**src/rtl/hazard_control_unit_pkg.sv**
```systemverilog
// Shared encodings for the hazard control unit: writeback select codes,
// RV32 opcode constants and the divider occupancy state type.
package hazard_control_unit_pkg;

  localparam logic [1:0] SEL_ALU  = 2'd0;
  localparam logic [1:0] SEL_PC4  = 2'd1;
  localparam logic [1:0] SEL_CSR  = 2'd2;
  localparam logic [1:0] SEL_LOAD = 2'd3;

  localparam logic [6:0] OPC_LOAD   = 7'b0000011;
  localparam logic [6:0] OPC_JALR   = 7'b1100111;
  localparam logic [6:0] OPC_JAL    = 7'b1101111;
  localparam logic [6:0] OPC_BRANCH = 7'b1100011;
  localparam logic [6:0] OPC_OP     = 7'b0110011;

  typedef enum logic {
    IDLE     = 1'b0,
    DIV_BUSY = 1'b1
  } div_state_e;

endpackage

```
**src/rtl/hazard_control_unit_div_occupancy_ctr.sv**
```systemverilog
// Tracks how long a divide has occupied EXE; requests the EXE hold while it
// runs and flags the single cycle in which its result is valid.
module div_occupancy_ctr
  import hazard_control_unit_pkg::*;
#(
  parameter int DIV_LATENCY = 17
) (
  input  logic clk,
  input  logic rst,
  input  logic exe_is_div,
  output logic div_stall,
  output logic div_done
);

  localparam int CNT_W = $clog2(DIV_LATENCY);
  // The entry cycle is spent in IDLE, so the countdown starts two short.
  localparam logic [CNT_W-1:0] CNT_INIT = CNT_W'(DIV_LATENCY - 2);

  div_state_e       state_q, state_d;
  logic [CNT_W-1:0] cnt_q, cnt_d;

  always_ff @(posedge clk or posedge rst) begin
    if (rst) begin
      state_q <= IDLE;
      cnt_q   <= '0;
    end else begin
      state_q <= state_d;
      cnt_q   <= cnt_d;
    end
  end

  always_comb begin
    state_d = state_q;
    cnt_d   = cnt_q;
    case (state_q)
      IDLE: begin
        if (exe_is_div) begin
          state_d = DIV_BUSY;
          cnt_d   = CNT_INIT;
        end
      end
      DIV_BUSY: begin
        if (cnt_q == '0) begin
          state_d = IDLE;
        end else begin
          cnt_d = cnt_q - CNT_W'(1);
        end
      end
      default: begin
        state_d = IDLE;
        cnt_d   = '0;
      end
    endcase
  end

  always_comb begin
    div_stall = ((state_q == IDLE) && exe_is_div) ||
                ((state_q == DIV_BUSY) && (cnt_q != '0));
    div_done  = (state_q == DIV_BUSY) && (cnt_q == '0);
  end

endmodule

```
**src/rtl/hazard_control_unit.sv**
```systemverilog
// Pipeline stall/flush controller: resolves branch flushes, divide occupancy,
// the load-to-JALR interlock and ID jumps into per-stage hold/bubble controls.
module hazard_control_unit
  import hazard_control_unit_pkg::*;
#(
  parameter int DIV_LATENCY = 17
) (
  input  logic       clk,
  input  logic       rst,
  input  logic [4:0] id_rsA,
  input  logic       id_is_jalr,
  input  logic       id_jump,
  input  logic [4:0] exe_rd,
  input  logic       exe_wr_en,
  input  logic [1:0] exe_sel_data,
  input  logic       exe_is_div,
  input  logic       exe_branch_taken,
  output logic       stall_if,
  output logic       stall_id,
  output logic       stall_exe,
  output logic       flush_id,
  output logic       flush_exe,
  output logic       flush_mem,
  output logic       fw_load_to_jalr,
  output logic       div_done
);

  logic div_stall;
  logic div_done_raw;
  logic load_jalr_hz;
  logic jalr_wait_q, jalr_wait_d;

  div_occupancy_ctr #(
    .DIV_LATENCY(DIV_LATENCY)
  ) u_div_occupancy_ctr (
    .clk       (clk),
    .rst       (rst),
    .exe_is_div(exe_is_div),
    .div_stall (div_stall),
    .div_done  (div_done_raw)
  );

  // Once waiting, the JALR is not re-flagged, bounding the interlock to one cycle.
  always_comb begin
    load_jalr_hz = id_is_jalr && exe_wr_en && (exe_sel_data == SEL_LOAD) &&
                   (exe_rd != 5'd0) && (exe_rd == id_rsA) && !jalr_wait_q;
  end

  always_comb begin
    jalr_wait_d = 1'b0;
    if (exe_branch_taken) begin
      jalr_wait_d = 1'b0;
    end else if (div_stall) begin
      jalr_wait_d = jalr_wait_q;
    end else if (load_jalr_hz) begin
      jalr_wait_d = 1'b1;
    end
  end

  always_ff @(posedge clk or posedge rst) begin
    if (rst) begin
      jalr_wait_q <= 1'b0;
    end else begin
      jalr_wait_q <= jalr_wait_d;
    end
  end

  // Outputs are forced low while reset is asserted, even though inputs may toggle.
  always_comb begin
    stall_if        = 1'b0;
    stall_id        = 1'b0;
    stall_exe       = 1'b0;
    flush_id        = 1'b0;
    flush_exe       = 1'b0;
    flush_mem       = 1'b0;
    fw_load_to_jalr = 1'b0;
    div_done        = 1'b0;
    if (!rst) begin
      fw_load_to_jalr = jalr_wait_q;
      div_done        = div_done_raw;
      if (exe_branch_taken) begin
        flush_id  = 1'b1;
        flush_exe = 1'b1;
      end else if (div_stall) begin
        stall_if  = 1'b1;
        stall_id  = 1'b1;
        stall_exe = 1'b1;
        flush_mem = 1'b1;
      end else if (load_jalr_hz) begin
        stall_if  = 1'b1;
        stall_id  = 1'b1;
        flush_exe = 1'b1;
      end else if (id_jump) begin
        flush_id = 1'b1;
      end
    end
  end

endmodule

```
**config.mk**
```make
export PLATFORM = sky130hd
export DESIGN_NAME = hazard_control_unit
export DESIGN_NICKNAME = d
export VERILOG_FILES = /design/src/rtl/hazard_control_unit_pkg.sv /design/src/rtl/hazard_control_unit_div_occupancy_ctr.sv /design/src/rtl/hazard_control_unit.sv
export SDC_FILE = /design/constraint.sdc
export NUM_CORES = 1
export LEC_CHECK = 0
export CAP_MARGIN = 20
export CORE_UTILIZATION = 37
export DETAILED_ROUTE_END_ITERATION = 10
export GPL_TIMING_DRIVEN = 1
export PLACE_DENSITY = 0.76
export SYNTH_ARGS = -nofsm -noshare
export SYNTH_HDL_FRONTEND = slang
export SYNTH_SLANG_ARGS = --single-unit
```
**constraint.sdc**
```tcl
create_clock -name clk -period 2.55 [get_ports clk]
set_input_delay 0.6375 -clock clk [delete_from_list [all_inputs] [get_ports clk]]
set_output_delay 0.6375 -clock clk [all_outputs]
set_load 0.03 [all_outputs]
```
# Yosys cells after proc, flatten, opt, wreduce, memory -nomap -nowiden
# Index checks and enable logic that the tools add are counted.
[word_totals]
output_inout_bits = 8
reg_bits = 7
in_bits = 19
word_cells = 49
[op_classes]
n_addsub = 1
n_reduce_logical = 14
n_eq_ne = 5
n_mux = 25
bitwise_logic = 1
[op_table]
columns = ["operator", "count"]
rows = [
  ["1-bit two-way mux", 21],
  ["5-bit two-way mux", 2],
  ["5-bit one-hot mux with 2 select lines", 1],
  ["5-bit nonzero test", 2],
  ["1-bit logical AND", 8],
  ["2-bit != test, second input constant", 3],
  ["5-bit equality test", 1],
  ["5-bit logical NOT", 1],
  ["5-bit by 1-bit subtractor with 5-bit output, second input constant", 1],
  ["2-bit equality test, second input constant", 1],
  ["1-bit one-hot mux with 2 select lines", 1],
  ["2-bit AND reduction", 1],
  ["1-bit logical NOT", 1],
  ["1-bit logical OR", 1],
  ["1-bit inverter", 1],
]

# Depth between registers and ports, before layout
# Gate-level depths: netlist of run 1.
[logic_depth]
ltp_word = 9
ltp_mapped = 7
ltp_nobuf = 7

# Modules after synthesis
# Synthesis of run 1 repeated with hierarchy kept, for this count alone.
[hier_totals]
cells_unflattened = 55
area_unflattened_um2 = 523.0
[modules_own_cells]
columns = ["mod", "instances", "area_each_um2", "cells_each", "seq_area_each_um2"]
rows = [
  ["div_occupancy_ctr", 1, 317.8, 29, 150.1],
  ["hazard_control_unit", 1, 205.2, 26, 25.0],
]

# Worst setup path before layout of run 1
# No wires, ideal clock.
[synth_timing]
path_type = "input-to-output"
start = "input port exe_rd[4]"
end = "output port stall_if"
arrival_ns = 2.343
required_ns = 1.913
path_buffers = 1
cell_stages = 5
setup_slack_ns = -0.431
cell_sequence = "or2_2 o21ai_1 nand4_1 a211oi_1 buf_4"
[synth_via]
elab_chain_cells = 8
[synth_rtl]
columns = ["item", "line", "text"]
rows = [
  ["from (decl)", "hazard_control_unit.sv:13", "input logic [4:0] exe_rd,"],
  ["5-bit nonzero test", "hazard_control_unit.sv:46", "(exe_rd != 5'd0) && (exe_rd == id_rsA) && !jalr_wait_q;"],
  ["1-bit logical AND", "hazard_control_unit.sv:45", "load_jalr_hz = id_is_jalr && exe_wr_en && (exe_sel_data == SEL_LOAD) &&"],
  ["1-bit logical AND (*) (2 in a row)", "hazard_control_unit.sv:46", ""],
  ["1-bit two-way mux (*) (4 in a row)", "n/a", ""],
  ["to (decl)", "hazard_control_unit.sv:18", "output logic stall_if,"],
]
# Every way passes the cells marked *; elsewhere a longest branch is shown, timed or not.

# Worst setup path in the final report of run 1
[layout_timing]
start = "input port id_rsA[4]"
end = "output port stall_if"
[layout_via]
elab_chain_cells = 7
[layout_rtl]
columns = ["item", "line", "text"]
rows = [
  ["from (decl)", "hazard_control_unit.sv:10", "input logic [4:0] id_rsA,"],
  ["5-bit equality test", "hazard_control_unit.sv:46", ""],
  ["1-bit logical AND (2 in a row)", "hazard_control_unit.sv:46", ""],
  ["1-bit two-way mux", "hazard_control_unit.sv:89", "end else if (load_jalr_hz) begin"],
  ["1-bit two-way mux", "hazard_control_unit.sv:84", "end else if (div_stall) begin"],
  ["1-bit two-way mux", "hazard_control_unit.sv:81", "if (exe_branch_taken) begin"],
  ["1-bit two-way mux", "hazard_control_unit.sv:78", "if (!rst) begin"],
]
# Every way passes these cells.

==> results of run 1 <==
-- metrics by stage --
| stage | cells | utilization, % |
|---|---|---|
| 2_1_floorplan | 57 | - |
| 3_3_place_gp | 107 | 66.3 |
| 3_5_place_dp | 107 | 66.3 |
| 4_1_cts | 111 | 66.8 |
| 5_1_grt | 112 | 67.7 |
| 6_report | 112 | 67.7 |
-- logic make-up after synthesis --
family / after synthesis / share of synthesized area [%]
adders and majority gates: 2 / 4.85
AOI/OAI and AO/OA: 15 / 19.7
and+or+nand+nor: 21 / 26.5
DFF: 7 / 34.0
buffers and inverters: 8 / 8.25
xor gates and xnor gates: 4 / 6.80
-- layout make-up --
class	count	area [um2]	share of cell area, %
Sequential cell	7	175	19.9
Clock inverter	1	5.00	0.568
Tap cell	15	18.8	2.13
Clock buffer	3	22.5	2.56
Multi-Input combinational cell	42	329	37.4
Timing Repair Buffer	38	303	34.4
Inverter	6	27.5	3.12
-- state kept, by name (all words and copies together) (netlist names) --
signal / flops
jalr_wait_q: 1
u_div_occupancy_ctr.cnt_q: 5
u_div_occupancy_ctr.state_q: 1
-- power breakdown --
group,internal [mW],total [mW],switching [mW]
combinational,0.170,0.349,0.179
sequential,0.157,0.194,0.0366
clock,0.0576,0.104,0.0463
-- critical path, cell delays in order --
cell and delay, ns:
buf_2 0.10, or2_4 0.24, o21ai_2 0.13, nand4_1 0.15
buf_6 0.17, a211oi_4 0.26, buf_6 0.17
-- timing repair --
action,in CTS,in global routing
hold endpoints to repair,0,0
setup buffers,0,1
pin swaps,8,7
cloned,0,0
setup endpoints to repair,4,3
gates resized for setup,41,12
-- cell usage after synthesis, types with 2 or more instances --
cell / number / area share, %
xor2_1: 2 / 3.4
o21ai_1: 2 / 1.9
dfrtp_1: 7 / 34
o31ai_1: 2 / 2.9
nor3_1: 3 / 2.9
nand4_1: 2 / 2.4
nand2_1: 5 / 3.6
o21ai_0: 4 / 3.9
xnor2_1: 2 / 3.4
a21oi_1: 2 / 1.9
ha_1: 2 / 4.9
inv_1: 5 / 3.6
buf_4: 2 / 2.9
-- layer usage --
layer	vias to the layer above	global-route usage [%]	routed length, um
li1	282	-	-
met1	262	23.4	554
met2	18	29.6	692
met3	2	6.82	125
met4	0	10.3	11
met5	-	0	0
-- worst max-delay path by stage --
| stage | slack (ns) | endpoint | start | cells after the start |
|---|---|---|---|---|
| 2_1_floorplan | -0.04 | stall_if | exe_rd[4] | 5 |
| 3_3_place_gp | -0.49 | flush_id | exe_sel_data[0] | 6 |
| 3_5_place_dp | -0.52 | flush_id | exe_rd[1] | 6 |
| 4_1_cts | 0.006 | stall_if | exe_rd[2] | 7 |
| 5_1_grt | -0.02 | stall_id | exe_rd[1] | 7 |
| 6_report | 0.06 | stall_if | id_rsA[4] | 7 |
==> results by group, run 1 <==
STA
  • Final hold vios: 0
  • Worst hold slack: roughly 0.57 ns
  • Tightest Pin Transition: approximately 0.33 ns
  • Min Tclk post-route: 2.49 ns
  • Fmax: 401 MHz
  • Final WS setup: 0.0581 ns
  • Slew HR: 77.8%
  • Final Cycle Share: 97.7%
  • Setup tns final: 0 ns
  • Slew Viols, Final: 0
  • Final setup viols: 0
  • RSZ-0062 raised after global routing: true
  • Clk_skew: about 0.0052 ns

Logic synthesis
  • Ys async rst share: 100%
  • Register bit total from synthesis: 7
  • Synthesized net count: 78
  • EDFF count, synth: 0
  • Post-Synthesis Cells: 57
  • Sequential area share after synthesis: ~34%
  • Primary FF master, synth: dfrtp_1
  • Avg Inst Size Synth: 9.04 um2
  • Post-Synthesis Cell Area: 515 um2
  • Post-synth cell types: 30
  • Yosys warning count: 0

Setup path
  • R2R setup slack: 1.10 ns
  • R2r endpoint: jalr_wait_q
  • R2R Path Start: u_div_occupancy_ctr.cnt_q[4]
  • Critical path type: in2out
  • Crit path launch type: primary input
  • CP arrival: 1.85 ns
  • Crit path required time: 1.91 ns
  • Reg2reg path depth: 6
  • Crit-path max FO: 3
  • Crit. End Element: primary output

Hold path
  • Hold path startpoint: u_div_occupancy_ctr.cnt_q[4]
  • WHS Endpoint: u_div_occupancy_ctr.cnt_q[4]
  • Hold Path Class: reg2reg
  • Worst Hold Depth: 2

Cells and area
  • Post-route cell area: 881 um2
  • Commonest non-fill, non-tap cells in the layout: 15 x buf_4, 7 x dfrtp_1, 6 x buf_6
  • Net count, final: 119
  • Fill cells: 117
  • Most common cell after layout, fill and taps aside: buf_4
  • P&R area growth vs syn: 70.9%
  • Diode count: 0
  • Fraction of layout cells with a size suffix above 1: between 40 and 50%

Placement
  • Final GP Congestion: roughly 0.77
  • Area after DPL: 862 um2
  • I/O Buffers: 26
  • Pre-CTS WS: -0.519 ns
  • Dpl hpwl: 1170 um

Drt
  • Routed WL per cell: 12.4 um
  • Routed WL: 1380 um
  • DRC viols: 0
  • Post-route ant nets: 0
  • DRT iter0 DRCs: 6
  • DR pass1 iterations: 2
  • Vias: between 500 and 600
  • DR vias/cell: approximately 5

Floorplan
  • Die H: slightly below 40 um
  • # rows: 13
  • Core footprint: 1300 um2
  • Die Span X: 39.3 um
  • Initial core utilization: just under 40%
  • IO Pins: 27
  • Die footprint: 1550 um2

GRT
  • Largest net degree at the start of global routing: 9
  • Grt total ovfl: 0
  • Initial antenna violation count: 0
  • Vias in the first global route: ~470
  • Global-route wire length before repair: just under 2000 um
  • Gr usage total: 19.3%

Clock network
  • CTS Hold Buffers Added: 0
  • CTS tree: yes
  • Clk Latency, worst-skew pair: 0.25 ns
  • Num CTS Buffers: 3
  • Clk slew on worst S/H paths: around 0.06 ns
  • Root Driver: clkbuf_4
  • Number of H-tree levels: 1
  • Clock sinks: 7
  • Deepest clock path buffer count: 2

Flow run
  • Max-capacitance violation count: 0

Status
  • Status: finished clean

Power
  • Lkg Pwr: 0.431 nW
  • Peak supply drop: 0.556 mV
  • Total power: 647 uW
  • PwrDens: 734 nW/um2
Note: power is estimated with default switching activity, not from simulation.
==> inputs of run 2 (changes only) <==
SETUP_SLACK_MARGIN = 0.3   (was default)
==> results by group, run 2 (synthesized netlist as in run 1, its figures left out) <==
Status
  • Status: finished clean

Floorplan
  • IO Pins: 27 (unchanged)
  • Core footprint: 1300 um2 (unchanged)
  • # rows: 13 (unchanged)
  • Initial core utilization: 39.6% (unchanged)
  • Die H: 39.3 um (unchanged)
  • Die Span X: 39.3 um (unchanged)
  • Die footprint: 1550 um2 (unchanged)

Setup path
  • Crit path required time: 1.91 ns (about the same)
  • CP arrival: 1.80 ns (-0.05 ns)
  • Crit-path max FO: 4 (+1)
  • Reg2reg path depth: 6 (unchanged)
  • R2r endpoint: jalr_wait_q
  • Crit-path slowest cell: a211oi_4
  • Buffers & Inverters on Critical Path: 3 (unchanged)
  • Crit path launch type: primary input
  • Critical path type: in2out
  • Largest stage delay on the critical path: 0.24 ns (-0.02 ns)
  • CP delay by family, top: buffers and inverters
  • R2R Path Start: jalr_wait_q
  • Critical path cell sequence: buf_8 -> xor2_2 -> nor4_2 -> nand4_1 -> buf_6 -> a211oi_4 -> buf_6
  • Crit path top cell by count: buf_6
  • Crit. End Element: primary output
  • R2R setup slack: 1.07 ns (-0.03 ns)

Cells and area
  • Reg with most FFs: u_div_occupancy_ctr.cnt_q
  • Register Area: 175 um2 (unchanged)
  • Fraction of layout cells with a size suffix above 1: 47.9% (+1.5 points)
  • Util after Layout: 69.0% (+1.3 points)
  • Max reg flops: 5 (unchanged)
  • Net count, final: 116 (-2.5%)
  • Diode count: 0 (unchanged)
  • Multi-input gate area: 357 um2 (+8.4%)
  • Fill cells: 115 (-1.7%)
  • P&R area growth vs syn: 74.3%
  • Commonest non-fill, non-tap cells in the layout: 13 x buf_4, 7 x buf_6, 7 x dfrtp_1, 6 x dlygate4sd2_1
  • Most common cell after layout, fill and taps aside: buf_4
  • Top Registers: u_div_occupancy_ctr.cnt_q: 5 flops, jalr_wait_q: 1 flops, u_div_occupancy_ctr.state_q: 1 flops

Drt
  • DR pass1 iterations: 4 (+2)
  • Routed WL: 1490 um (+7.9%)
  • WL met2: 756 um (+9.2%)
  • Post-route ant nets: 0 (unchanged)
  • Met3 WL: 130 um (+4.0%)
  • DRC viols: 0 (unchanged)
  • Vias: 576 (+2.1%)
  • Highest metal used: met4
  • DRT met1 WL: 595 um (+7.4%)
  • DR vias/cell: 5.28 (+4.9%)
  • DRT iter0 DRCs: 8 (+2)
  • Routed WL per cell: 13.7 um (+11%)

Clock network
  • Clock sinks: 7 (unchanged)
  • Deepest clock path buffer count: 2 (unchanged)
  • Number of H-tree levels: 1 (unchanged)
  • Root Driver: clkbuf_4
  • Clk Latency, worst-skew pair: 0.25 ns (about the same)
  • Num CTS Buffers: 3 (unchanged)
  • Clk slew on worst S/H paths: 0.05 ns (about the same)
  • CTS Hold Buffers Added: 0 (unchanged)
  • CTS tree: yes

Placement
  • Final GP Congestion: 0.706 (-8.7%)
  • Pre-CTS WS: -0.314 ns (+0.204 ns)
  • I/O Buffers: 26 (unchanged)
  • Dpl hpwl: 1160 um (-0.58%)

GRT
  • Initial antenna violation count: 0 (unchanged)
  • Gr usage total: 22.2% (+2.9 points)
  • Vias in the first global route: 545 (+15%)
  • Global-route wire length before repair: 2220 um (+13%)
  • Largest net degree at the start of global routing: 9 (unchanged)
  • Grt total ovfl: 0 (unchanged)

Hold path
  • Hold path startpoint: jalr_wait_q
  • Hold Path Class: reg2reg
  • Worst Hold Depth: 2 (unchanged)
  • WHS Endpoint: jalr_wait_q

Power
  • Lkg Pwr: 0.413 nW (-4.3%)
  • PwrDens: 705 nW/um2 (-4.0%)
  • Peak supply drop: 0.462 mV (-17%)

Flow run
  • Max-capacitance violation count: 0 (unchanged)

STA
  • Worst hold slack: 0.561 ns (-0.00857 ns)
  • RSZ-0062 raised after global routing: true
  • Min Tclk post-route: 2.44 ns (-0.0495 ns)
  • Tightest Pin Transition: 0.326 ns (-0.00453 ns)
  • Final Cycle Share: 95.8% (-1.9 points)
  • Slew HR: 78.3% (+0.51 points)
  • Fmax: 409 MHz (+2.0%)
  • Final hold vios: 0 (unchanged)
  • Final WS setup: 0.108 ns (+0.0495 ns)
  • Clk_skew: 0.00311 ns (-0.00209 ns)
  • Setup tns final: 0 ns (unchanged)
  • Slew Viols, Final: 0 (unchanged)
  • Final setup viols: 0 (unchanged)
run 2: changes by cell type in the layout (fill, tap and decap cells not counted), moves of 2 or more:
cell	previous run	this run
buf_2	5	2
xor2_2	0	2
xor2_1	2	0
buf_4	15	13
dlygate4sd2_1	4	6
clkdlybuf4s50_1	3	1
run 2: layout make-up:
type,instances,share of cell area (%)
Clock buffer,4,2.92
Inverter,6,3.06
Multi-Input combinational cell,42,39.7
Sequential cell,7,19.5
Tap cell,15,2.09
Timing Repair Buffer,35,32.7
run 2: stage by stage:
step	instances	area [um2]	total power, mW
2_1_floorplan	57	544	0.404
3_3_place_gp	101	822	0.497
3_5_place_dp	101	822	0.512
4_1_cts	108	881	0.621
5_1_grt	109	898	0.683
6_report	109	898	0.633
run 2: tightest hold or removal path, stage by stage (launching register included):
cell,delay [ns]
dfrtp_1,0.37
nand3b_1,0.08
o31ai_1,0.07
run 2: layer usage:
metal	GRT usage, %	vias up
li1	-	274
met1	25.9	274
met2	38.8	26
met3	2.27	2
met4	12.9	0
met5	0	-
run 2: how the worst max path moves through the flow:
stage                          startpoint        to  slack, ns  cells after the start
final                           exe_rd[1]  stall_if       0.11                      7
after global routing            exe_rd[1]  stall_id      -0.03                      7
after CTS                       id_rsA[0]  stall_if       0.06                      7
after detailed placement        exe_rd[1]  stall_if      -0.31                      6
after global placement    exe_sel_data[1]  stall_id      -0.25                      6
after floorplan                 exe_rd[1]  stall_if       0.04                      5
run 2: power breakdown:
| part | internal, mW | total, mW | switching (mW) |
|---|---|---|---|
| combinational | 0.149 | 0.319 | 0.170 |
| sequential | 0.157 | 0.214 | 0.0570 |
| clock | 0.0597 | 0.0997 | 0.0401 |
| total | 0.366 | 0.633 | 0.267 |
run 2: timing repair:
item / CTS / global route
pin swaps: 10 / 8
gates resized for setup: 45 / 15
buffers inserted: 3 / 1
setup endpoints to repair: 6 / 6
